`src/rtl/prac_pkg.sv`:
```
// Shared constants and state encoding for the Prac_2 lab input-conditioning logic.
package prac_pkg;

  typedef enum logic {
    ST_IDLE  = 1'b0,
    ST_COUNT = 1'b1
  } deb_state_e;

  // Short count for simulation; board builds pass the long one as STABLE_CYCLES.
  localparam int DEB_CYCLES_SIM   = 4;
  localparam int DEB_CYCLES_BOARD = 1_000_000;

endpackage

```
`src/rtl/sync_2ff.sv`:
```
// Two-flop synchroniser for asynchronous lab inputs, one independent chain per bit.
module sync_2ff #(
  parameter int   W       = 1,
  parameter logic RST_VAL = 1'b0
) (
  input  logic         clk,
  input  logic         rst,
  input  logic [W-1:0] d,
  output logic [W-1:0] q
);

  for (genvar gi = 0; gi < W; gi++) begin : g_bit
    logic meta_reg;
    logic sync_reg;

    always_ff @(posedge clk or negedge rst) begin
      if (!rst) begin
        meta_reg <= RST_VAL;
        sync_reg <= RST_VAL;
      end else begin
        meta_reg <= d[gi];
        sync_reg <= meta_reg;
      end
    end

    assign q[gi] = sync_reg;
  end

endmodule

```
`src/rtl/btn_debounce.sv`:
```
// Debounces a raw button level into b, with registered one-cycle rise/fall pulses
// and a busy flag while a candidate transition is being timed.
module btn_debounce
  import prac_pkg::*;
#(
  parameter int   STABLE_CYCLES = DEB_CYCLES_SIM,
  parameter int   CNT_W         = 20,
  parameter logic INIT_LEVEL    = 1'b0
) (
  input  logic clk,
  input  logic rst,
  input  logic btn_raw,
  output logic b,
  output logic b_rise,
  output logic b_fall,
  output logic busy
);

  localparam logic [CNT_W-1:0] CNT_LAST = CNT_W'(STABLE_CYCLES - 1);
  localparam bit               SINGLE   = (STABLE_CYCLES == 1);

  logic             s2;
  logic             mismatch;
  deb_state_e       state_reg, state_next;
  logic [CNT_W-1:0] cnt_reg, cnt_next;
  logic             b_reg, b_next;
  logic             rise_reg, rise_next;
  logic             fall_reg, fall_next;

  sync_2ff #(
    .W       (1),
    .RST_VAL (INIT_LEVEL)
  ) u_sync (
    .clk (clk),
    .rst (rst),
    .d   (btn_raw),
    .q   (s2)
  );

  assign mismatch = (s2 != b_reg);

  always_ff @(posedge clk or negedge rst) begin
    if (!rst) begin
      state_reg <= ST_IDLE;
      cnt_reg   <= '0;
      b_reg     <= INIT_LEVEL;
      rise_reg  <= 1'b0;
      fall_reg  <= 1'b0;
    end else begin
      state_reg <= state_next;
      cnt_reg   <= cnt_next;
      b_reg     <= b_next;
      rise_reg  <= rise_next;
      fall_reg  <= fall_next;
    end
  end

  always_comb begin
    state_next = state_reg;
    cnt_next   = cnt_reg;
    b_next     = b_reg;
    rise_next  = 1'b0;
    fall_next  = 1'b0;

    unique case (state_reg)
      ST_IDLE: begin
        if (mismatch && SINGLE) begin
          b_next    = s2;
          rise_next = s2;
          fall_next = !s2;
          cnt_next  = '0;
        end else if (mismatch) begin
          cnt_next   = CNT_W'(1);
          state_next = ST_COUNT;
        end else begin
          cnt_next = '0;
        end
      end

      ST_COUNT: begin
        // A return to b's level wins even on the edge the count would complete.
        if (!mismatch) begin
          cnt_next   = '0;
          state_next = ST_IDLE;
        end else if (cnt_reg == CNT_LAST) begin
          b_next     = s2;
          rise_next  = s2;
          fall_next  = !s2;
          cnt_next   = '0;
          state_next = ST_IDLE;
        end else begin
          cnt_next = cnt_reg + CNT_W'(1);
        end
      end

      default: begin
        cnt_next   = '0;
        state_next = ST_IDLE;
      end
    endcase
  end

  assign b      = b_reg;
  assign b_rise = rise_reg;
  assign b_fall = fall_reg;
  assign busy   = (state_reg == ST_COUNT);

endmodule

```
`config.mk`:
```
export PLATFORM = sky130hd
export DESIGN_NAME = btn_debounce
export DESIGN_NICKNAME = d
export VERILOG_FILES = /design/src/rtl/prac_pkg.sv /design/src/rtl/sync_2ff.sv /design/src/rtl/btn_debounce.sv
export SDC_FILE = /design/constraint.sdc
export NUM_CORES = 1
export LEC_CHECK = 0
export ABC_AREA = 1
export CORE_MARGIN = 3
export CORE_UTILIZATION = 55
export CTS_BUF_LIST = sky130_fd_sc_hd__clkbuf_4
export CTS_CLUSTER_SIZE = 25
export DETAILED_ROUTE_END_ITERATION = 7
export PLACE_DENSITY = 0.77
export SETUP_SLACK_MARGIN = 0.02
export SKIP_CTS_REPAIR_TIMING = 1
export SLEW_MARGIN = 20
export SYNTH_ARGS = -nofsm -noshare
export SYNTH_HDL_FRONTEND = slang
export SYNTH_SLANG_ARGS = --single-unit
```
`constraint.sdc`:
```
create_clock -name clk -period 1.3 [get_ports clk]
set_clock_uncertainty 0.15 [all_clocks]
set_input_delay 0.195 -clock clk [delete_from_list [all_inputs] [get_ports clk]]
set_output_delay 0.195 -clock clk [all_outputs]
set_load 0.02 [all_outputs]
```
* Word level (Yosys, flattened, before mapping)
Cells that the tools add are included.
Storage, ports and cells: flip-flop bits (word level) 26, output and inout bits 4
Cells by class: $add $sub $neg 1, eq/ne operators 2, muxes and demuxes 14, bitwise operators 1, reduce and logical (&&, ||, !) cells 2
Operators with widths (number):
- 2-to-1 mux 20 bit | 2
- one-hot mux 20 bit (2 select lines) | 1
- adder 20 x 1 -> 20 bit, second input constant | 1
- == test 20 x 2 -> 1 bit, second input constant | 1
- 2-to-1 mux 1 bit | 10
- AND reduction 3 bit | 1
- one-hot mux 1 bit (2 select lines) | 1
- zero test 1 bit | 1
- != test 1 bit | 1
- inverter 1 bit | 1

* Depth between registers and ports, before layout
Gate-level depths: netlist of the first run.
depth in word-level cells 4, gate-level depth with buffers 9

* Hierarchy
A second synthesis of the first run with hierarchy kept.
Unflattened totals: cell total of the unflattened synthesis 184, area total of the unflattened synthesis 1430.1 um^2
By module, submodules not included:
- btn_debounce | instances 1, cells each 182, area each 1380.1 um^2, sequential area each 600.6 um^2
- sync_2ff | instances 1, cells each 2, area each 50.0 um^2, sequential area each 50.0 um^2

* Least setup slack after synthesis of the first run
Ideal clock, no wire load.
path type register to register, start register cnt_reg[0], end register cnt_reg[12], library setup time 119 ps, arrival 1200 ps, setup slack -170 ps, cell stages (with the launch flop) 8, path buffers 0, period minus slack after synthesis 1470 ps, path through dfrtp_1 -> ha_1 -> nand2_1 -> nor2_2 -> nand2_4 -> nor2_4 -> xnor2_1 -> nor2_2
On the way: cells in the longest elaborated chain, start to end 4, elaborated cells on any way between the ends 5
Ends and longest elaborated chain:
- start: declaration | RTL line btn_debounce.sv:25 | logic [CNT_W-1:0] cnt_reg, cnt_next;
- start signal: assignment | RTL line btn_debounce.sv:51 | cnt_reg <= cnt_next;
- adder 20 x 1 -> 20 bit or == test 20 x 2 -> 1 bit (tied branches) | RTL line btn_debounce.sv:92, btn_debounce.sv:85
- 2-to-1 mux 20 bit (*) | RTL line btn_debounce.sv:85 | end else if (cnt_reg == CNT_LAST) begin
- 2-to-1 mux 20 bit (*) | RTL line btn_debounce.sv:82 | if (!mismatch) begin
- one-hot mux 20 bit (2 select lines) (*) | RTL line btn_debounce.sv:65 | unique case (state_reg)
- named net cnt_next[12] | RTL line btn_debounce.sv:25
The timed path passes the listed nets; every way through them passes the cells marked *. A chain may end at the register's enable or synchronous reset.

* Worst setup path after layout of the first run
start register cnt_reg[5], end register cnt_reg[17]
Same word-level chain as after synthesis.

==> results.md, run 1 <==
* Clock share of power at about a quarter
* First-pass GRT wire length at between 5000 and 6000 um
* Switching part of the total at 35.4%
* Critical Path Start: cnt_reg[5]
* CTS sink cnt at 26
* Max reg flops at 20
* Syn Inst Count at 184
* CP Buf/Inv Count at 1
* Final setup viols at 26
* Tightest Hold Check Type: primary input to async pin
* Sequential Power Share at 38.9%
* Area of the core at about 2300 um^2
* Internal Power at 1.58 mW
* Hold Fails Final Rpt at 0
* Slew @ Worst Pin at 0.317 ns
* Layout cells sized above 1 at 35.0%
* Die height at 57.0 um
* Failing checks: negative setup slack
* Yosys reg bits at 26
* Total net switching power at 0.866 mW
* Layout net count at approximately 250
* Ant diodes at 0
* Met3 WL at around 470 um
* Wl on met1 at ~1700 um
* Arrival time of the worst setup path at roughly 1.7 ns
* Starting Density at between 60% and 70%
* Syn Nets at 188
* Synthesized cell area at 1430 um^2
* Setup WS post-layout at -0.336 ns
* H-tree levels at 1
* Most frequent cells in the layout: buf_4 (43), nand2_1 (37), nor2_1 (35), dfrtp_1 (26), nand3_1 (19)
* DR vias at about 1600
* Number of library cell types mapped by synthesis at 20
* Fmax at 611 MHz
* I/O pin count at 7
* Largest fanout on the critical path at 4
* Clock Path Buffers at 2
* Critical R2R Launch: cnt_reg[5]
* Combinational share of power at between 30% and 40%
* Initial antenna violation count at 0
* Most frequent CP cell: nor2_1
* Worst hold margin at about 0.046 ns
* Met2 WL at between 2000 and 2500 um
* CTS tree: yes
* Vias in the first global route at 1436
* Synthesis Warnings at 0
* Hpwl dp at about 2600 um
* # fillers at approximately 110
* Largest net degree at the start of global routing at 27
* Antenna Nets Post-Route at 0
* Max VDD drop at approximately 0.0014 V
* Worst Setup Path Type: flip-flop to flip-flop
* Highest routed layer: met4
* Full die area at 3250 um^2
* RePlAce Congestion at around 0.92
* RSZ-0062 raised after global routing: yes
* Place WS at -0.226 ns
* Final wirelength at 4870 um
* Post-synthesis sequential area ratio at 45.5%
* DIE WIDTH at around 57 um
* Min Clock Period, post-route at approximately 1.6 ns
* CP max stage delay at 0.43 ns
* CP endpoint kind: flip-flop
* Post-DR wirelength/cell at 18.2 um
* Most used flip-flop cell after synthesis: dfrtp_1
* Via/cell ratio at between 5 and 6
* Post-synth ARST share at 100%
* Crit path cell chain: nor2_1, nand2_1, nor2_4, nand3_4, buf_6, nand3_1, nor2_1
* Area of the multi-input gates at ~820 um^2
* CTS Root Cell: clkbuf_4
* Power Dens Cells at about 1200 nW/um^2
* Max-cap violations at 0
* Required time of the critical path at 1.39 ns
* DR pass1 iterations at 5
* Status: finished, violations left
* Slowest stage cell, crit path: dfrtp_1
* Pleak at ~1.0 nW
* Worst skew pair latency at about 0.34 ns
* Global route total overflow at 0
* DRC at 0
* Number of flops mapped to enable cells by yosys at 0
* Register area at approximately 650 um^2
* Final Max Tran Viols at 0
* Slew headroom at approximately four fifths
* Total track usage at between 20% and 30%
* Iter 0 DRT Violations at between 150 and 200
* Cell family with most CP delay: simple AND/OR/NAND/NOR gates
* Std-Cell Rows at 17
* Most common cell after layout, fill and taps aside: buf_4
* Setup crit start kind: flip-flop
* Tcrit/Tclk final at 126%
* CTS Buf Count at 3
* Avg Inst Size Synth at roughly 7.8 um^2
* Number of I/O port buffers at 6
* Clock-pin slew on the worst setup and hold paths at about 0.16 ns
* P&R area growth vs syn at 42.9%
-- worst register-to-register path, cell delays in order, from the launching register on --
cell     delay (ns)
dfrtp_1        0.43
nor2_1         0.20
nand2_1        0.14
nor2_4         0.14
nand3_4        0.15
buf_6          0.16
nand3_1        0.11
nor2_1         0.06
-- cells in the mapped netlist, types with 2 or more instances --
master,count,area share [%]
nor2_1,45,12
nand2_1,37,9.7
dfrtp_1,26,45
nand3_1,20,7.0
inv_1,18,4.7
xnor2_1,7,4.3
nor2_2,5,2.2
nand4_1,4,1.7
nor2_4,4,3.1
xor2_1,4,2.4
a21oi_1,3,1.0
nand2_4,2,1.6
o21ai_0,2,0.70
-- area by class of cell --
| type | count | area share [%] |
|---|---|---|
| inverter | 18 | 3.43 |
| timing repair buffer | 52 | 20.1 |
| multi-input combinational | 140 | 40.3 |
| clock inverter | 1 | 1.47 |
| sequential | 26 | 31.8 |
| clock buffer | 3 | 1.10 |
| tap | 28 | 1.71 |
-- through the flow --
step	cells	utilization (%)	area, um^2	total power, mW	TNS [ns]
after floorplan	184	-	1470	1.36	-1.59
after global placement	255	78.9	1850	1.61	-2.75
after detailed placement	255	78.9	1850	1.64	-3.80
after CTS	259	81.2	1900	2.19	-6.07
after global routing	268	87.3	2040	2.52	-6.82
final	268	87.3	2040	2.45	-5.52
-- cell families (layout without fill, tap and decap cells) --
kind of cell             count (synthesis)  in the layout  share of synthesized area [%]
buffers and inverters                   19             74                           5.51
flip-flops                              26             26                           45.5
adder cells (fa/ha/maj)                  1              1                          0.875
AO/OA/AOI/OAI                            6              6                           2.27
XOR/XNOR                                11             11                           6.74
AND/OR/NAND/NOR                        121            122                           39.1
-- path summary, 6_finish.rpt --
kind / endpoint / slack, ns / cells past startpoint
max: cnt_reg[17] / -0.34 / 7
min: b / 0.05 / 2
max reg2reg: cnt_reg[17] / -0.34 / 7
min reg2reg: u_sync.q / 0.23 / 0
max in group asynchronous: cnt_reg[3] / 0.80 / 2
min in group clk: u_sync.g_bit[0].meta_reg / 0.13 / 1
-- power by group through the flow --
stage / clock network (mW) / registers, mW / logic (mW)
2_1_floorplan: 0 / 0.998 / 0.366
4_1_cts: 0.565 / 0.944 / 0.685
5_1_grt: 0.600 / 0.958 / 0.958
3_3_place_gp: 0 / 0.952 / 0.662
6_report: 0.577 / 0.952 / 0.917
3_5_place_dp: 0 / 0.960 / 0.682
-- metal layers --
metal	vias to the layer above	global-route usage [%]
met4	0	13.2
met5	-	0
met2	108	40.5
met1	741	28.2
li1	696	-
met3	41	3.39
No activity file was read; power rests on OpenSTA's default activity.
==> run 2: changes to the inputs <==
--- a/config.mk
+++ b/config.mk
@@ -8,7 +8,7 @@
 export ABC_AREA = 1
 export CORE_MARGIN = 3
 export CORE_UTILIZATION = 55
-export CTS_BUF_LIST = sky130_fd_sc_hd__clkbuf_4
+export CTS_BUF_LIST = sky130_fd_sc_hd__clkbuf_4 sky130_fd_sc_hd__clkbuf_8
 export CTS_CLUSTER_SIZE = 25
 export DETAILED_ROUTE_END_ITERATION = 7
 export PLACE_DENSITY = 0.77
==> results of run 2 <==
Final layout, timing and power as in run 1 (identical DEF).
==> run 3: changes to the inputs <==
--- a/config.mk
+++ b/config.mk
@@ -6,6 +6,7 @@
 export NUM_CORES = 1
 export LEC_CHECK = 0
 export ABC_AREA = 1
+export CAP_MARGIN = 20
 export CORE_MARGIN = 3
 export CORE_UTILIZATION = 55
 export CTS_BUF_LIST = sky130_fd_sc_hd__clkbuf_4 sky130_fd_sc_hd__clkbuf_8
@@ -14,6 +15,7 @@
 export PLACE_DENSITY = 0.77
 export SETUP_SLACK_MARGIN = 0.02
 export SKIP_CTS_REPAIR_TIMING = 1
+export SKIP_LAST_GASP = 1
 export SLEW_MARGIN = 20
 export SYNTH_ARGS = -nofsm -noshare
 export SYNTH_HDL_FRONTEND = slang
==> results.md, run 3 (synthesis gave the netlist of run 1 again) <==
* Status: finished, violations left
* Failing checks: negative setup slack
* Worst Setup Path Type: flip-flop to flip-flop
* Clock-pin slew on the worst setup and hold paths at 0.14 ns (-0.02 ns)
* Iter 0 DRT Violations at 146 (-7.6%)
* Antenna Nets Post-Route at 0 (unchanged)
* Power Dens Cells at 1180 nW/um^2 (-1.7%)
* Starting Density at 61.1% (unchanged)
* CTS sink cnt at 26 (unchanged)
* Max-cap violations at 0 (unchanged)
* RSZ-0062 raised after global routing: yes
* Initial antenna violation count at 0 (unchanged)
* Max reg flops at 20 (unchanged)
* Slew headroom at 83.0% (+4.2 points)
* Area of the core at 2340 um^2 (unchanged)
* Post-Route Setup TNS at -5.26 ns (+0.258 ns)
* Fmax at 597 MHz (-2.3%)
* Tightest Hold Check Type: primary input to async pin
* Pleak at 1.01 nW (+1.3%)
* Global route total overflow at 0 (unchanged)
* P&R area growth vs syn at 42.3%
* Arrival time of the worst setup path at 1.76 ns (+0.03 ns)
* I/O pin count at 7 (unchanged)
* Post-layout util at 87.0% (-0.37 points)
* Largest fanout on the critical path at 4 (unchanged)
* Dpl cells at 255 (unchanged)
* CP endpoint kind: flip-flop
* Std-Cell Rows at 17 (unchanged)
* RePlAce Congestion at 0.920 (unchanged)
* Final wirelength at 4780 um (-2.0%)
* DR vias at 1585 (-0.063%)
* Hold Fails Final Rpt at 0 (unchanged)
* Slew @ Worst Pin at 0.254 ns (-0.0625 ns)
* Full die area at 3250 um^2 (unchanged)
* Tcrit/Tclk final at 129% (+3.0 points)
* Die height at 57.0 um (unchanged)
* DRC at 0 (unchanged)
* Vias in the first global route at 1436 (unchanged)
* Worst hold margin at 0.0549 ns (+0.00886 ns)
* Area of the multi-input gates at 813 um^2 (-1.2%)
* Final Max Tran Viols at 0 (unchanged)
* Max VDD drop at 0.00142 V (+4.2%)
* Via/cell ratio at 5.91 (about the same)
* Total power at 2.39 mW (-2.1%)
* CTS Root Cell: clkbuf_4
* Layout net count at 245 (unchanged)
* Min Clock Period, post-route at 1.67 ns (+0.0392 ns)
* Number of I/O port buffers at 6 (unchanged)
* Total track usage at 23.6% (unchanged)
* Clock Path Buffers at 2 (unchanged)
* Non-filler cells, final at 268 (unchanged)
* Fin area at 2030 um^2 (-0.43%)
* # fillers at 112 (+0.90%)
* Ant diodes at 0 (unchanged)
* Place WS at -0.226 ns (unchanged)
* Area post-placement at 1850 um^2 (unchanged)
* Setup WS post-layout at -0.375 ns (-0.0392 ns)
* Register area at 651 um^2 (unchanged)
* H-tree levels at 1 (unchanged)
* CTS tree: yes
* Layout cells sized above 1 at 33.8% (-1.2 points)
* Required time of the critical path at 1.38 ns (about the same)
* CTS Buf Count at 3 (unchanged)
* DR pass1 iterations at 6 (+1)
* Hpwl dp at 2570 um (unchanged)
* DIE WIDTH at 57.0 um (unchanged)
* Largest net degree at the start of global routing at 27 (unchanged)
* Most common cell after layout, fill and taps aside: buf_4
* Most frequent cells in the layout: buf_4 (43), nand2_1 (37), nor2_1 (36), dfrtp_1 (26), nand3_1 (19)
* Setup crit start kind: flip-flop
* First-pass GRT wire length at 5930 um (unchanged)
* Worst skew pair latency at 0.33 ns (about the same)
* Post-DR wirelength/cell at 17.8 um (-2.0%)
* Final setup viols at 25 (-3.8%)
==> run 3: cell types whose count changed in the layout (fill, tap and decap cells not counted) <==
| cell | before | now |
|---|---|---|
| buf_6 | 3 | 2 |
| dlymetal6s2s_1 | 0 | 1 |
| nor2_1 | 35 | 36 |
| nor2_2 | 10 | 9 |
| xnor2_1 | 4 | 5 |
| xnor2_2 | 3 | 2 |
==> run 3: critical path: stages (launching register included) <==
cell and delay, ns:
dfrtp_1 0.46, nor2_2 0.13, buf_4 0.12, nand2_1 0.06, nor2_1 0.15, nand2_1 0.12
nor2_2 0.12, nand2_1 0.10, nand2_1 0.11, nand2_1 0.07
==> run 3: final timing paths <==
check,from,to,slack (ns),cells after the start
min reg2reg,u_sync.g_bit[0].meta_reg,u_sync.q,0.23,0
min,rst,cnt_reg[15],0.05,2
min in group clk,btn_raw,u_sync.g_bit[0].meta_reg,0.14,1
max in group asynchronous,rst,cnt_reg[2],0.79,2
max,cnt_reg[6],b,-0.37,9
max reg2reg,cnt_reg[6],b,-0.37,9
==> run 3: power breakdown <==
part	internal [mW]	total [mW]	switching [mW]
logic	0.387	0.893	0.506
registers	0.874	0.949	0.0749
clock network	0.312	0.553	0.241
==> run 3: metal layers <==
metal	vias up	global-route usage, %	share of wire [%]
met2	111	40.5	50
met4	0	13.2	5.6
met1	746	28.2	36
li1	697	-	-
met3	31	3.39	8.9
met5	-	0	0
==> run 3: layout make-up <==
| cell class | count | area share, % |
|---|---|---|
| timing repair buffer | 52 | 20.3 |
| clock inverter | 1 | 1.48 |
| sequential | 26 | 32.0 |
| inverter | 18 | 3.44 |
| multi-input combinational | 140 | 40.0 |
| tap | 28 | 1.72 |
| clock buffer | 3 | 1.11 |
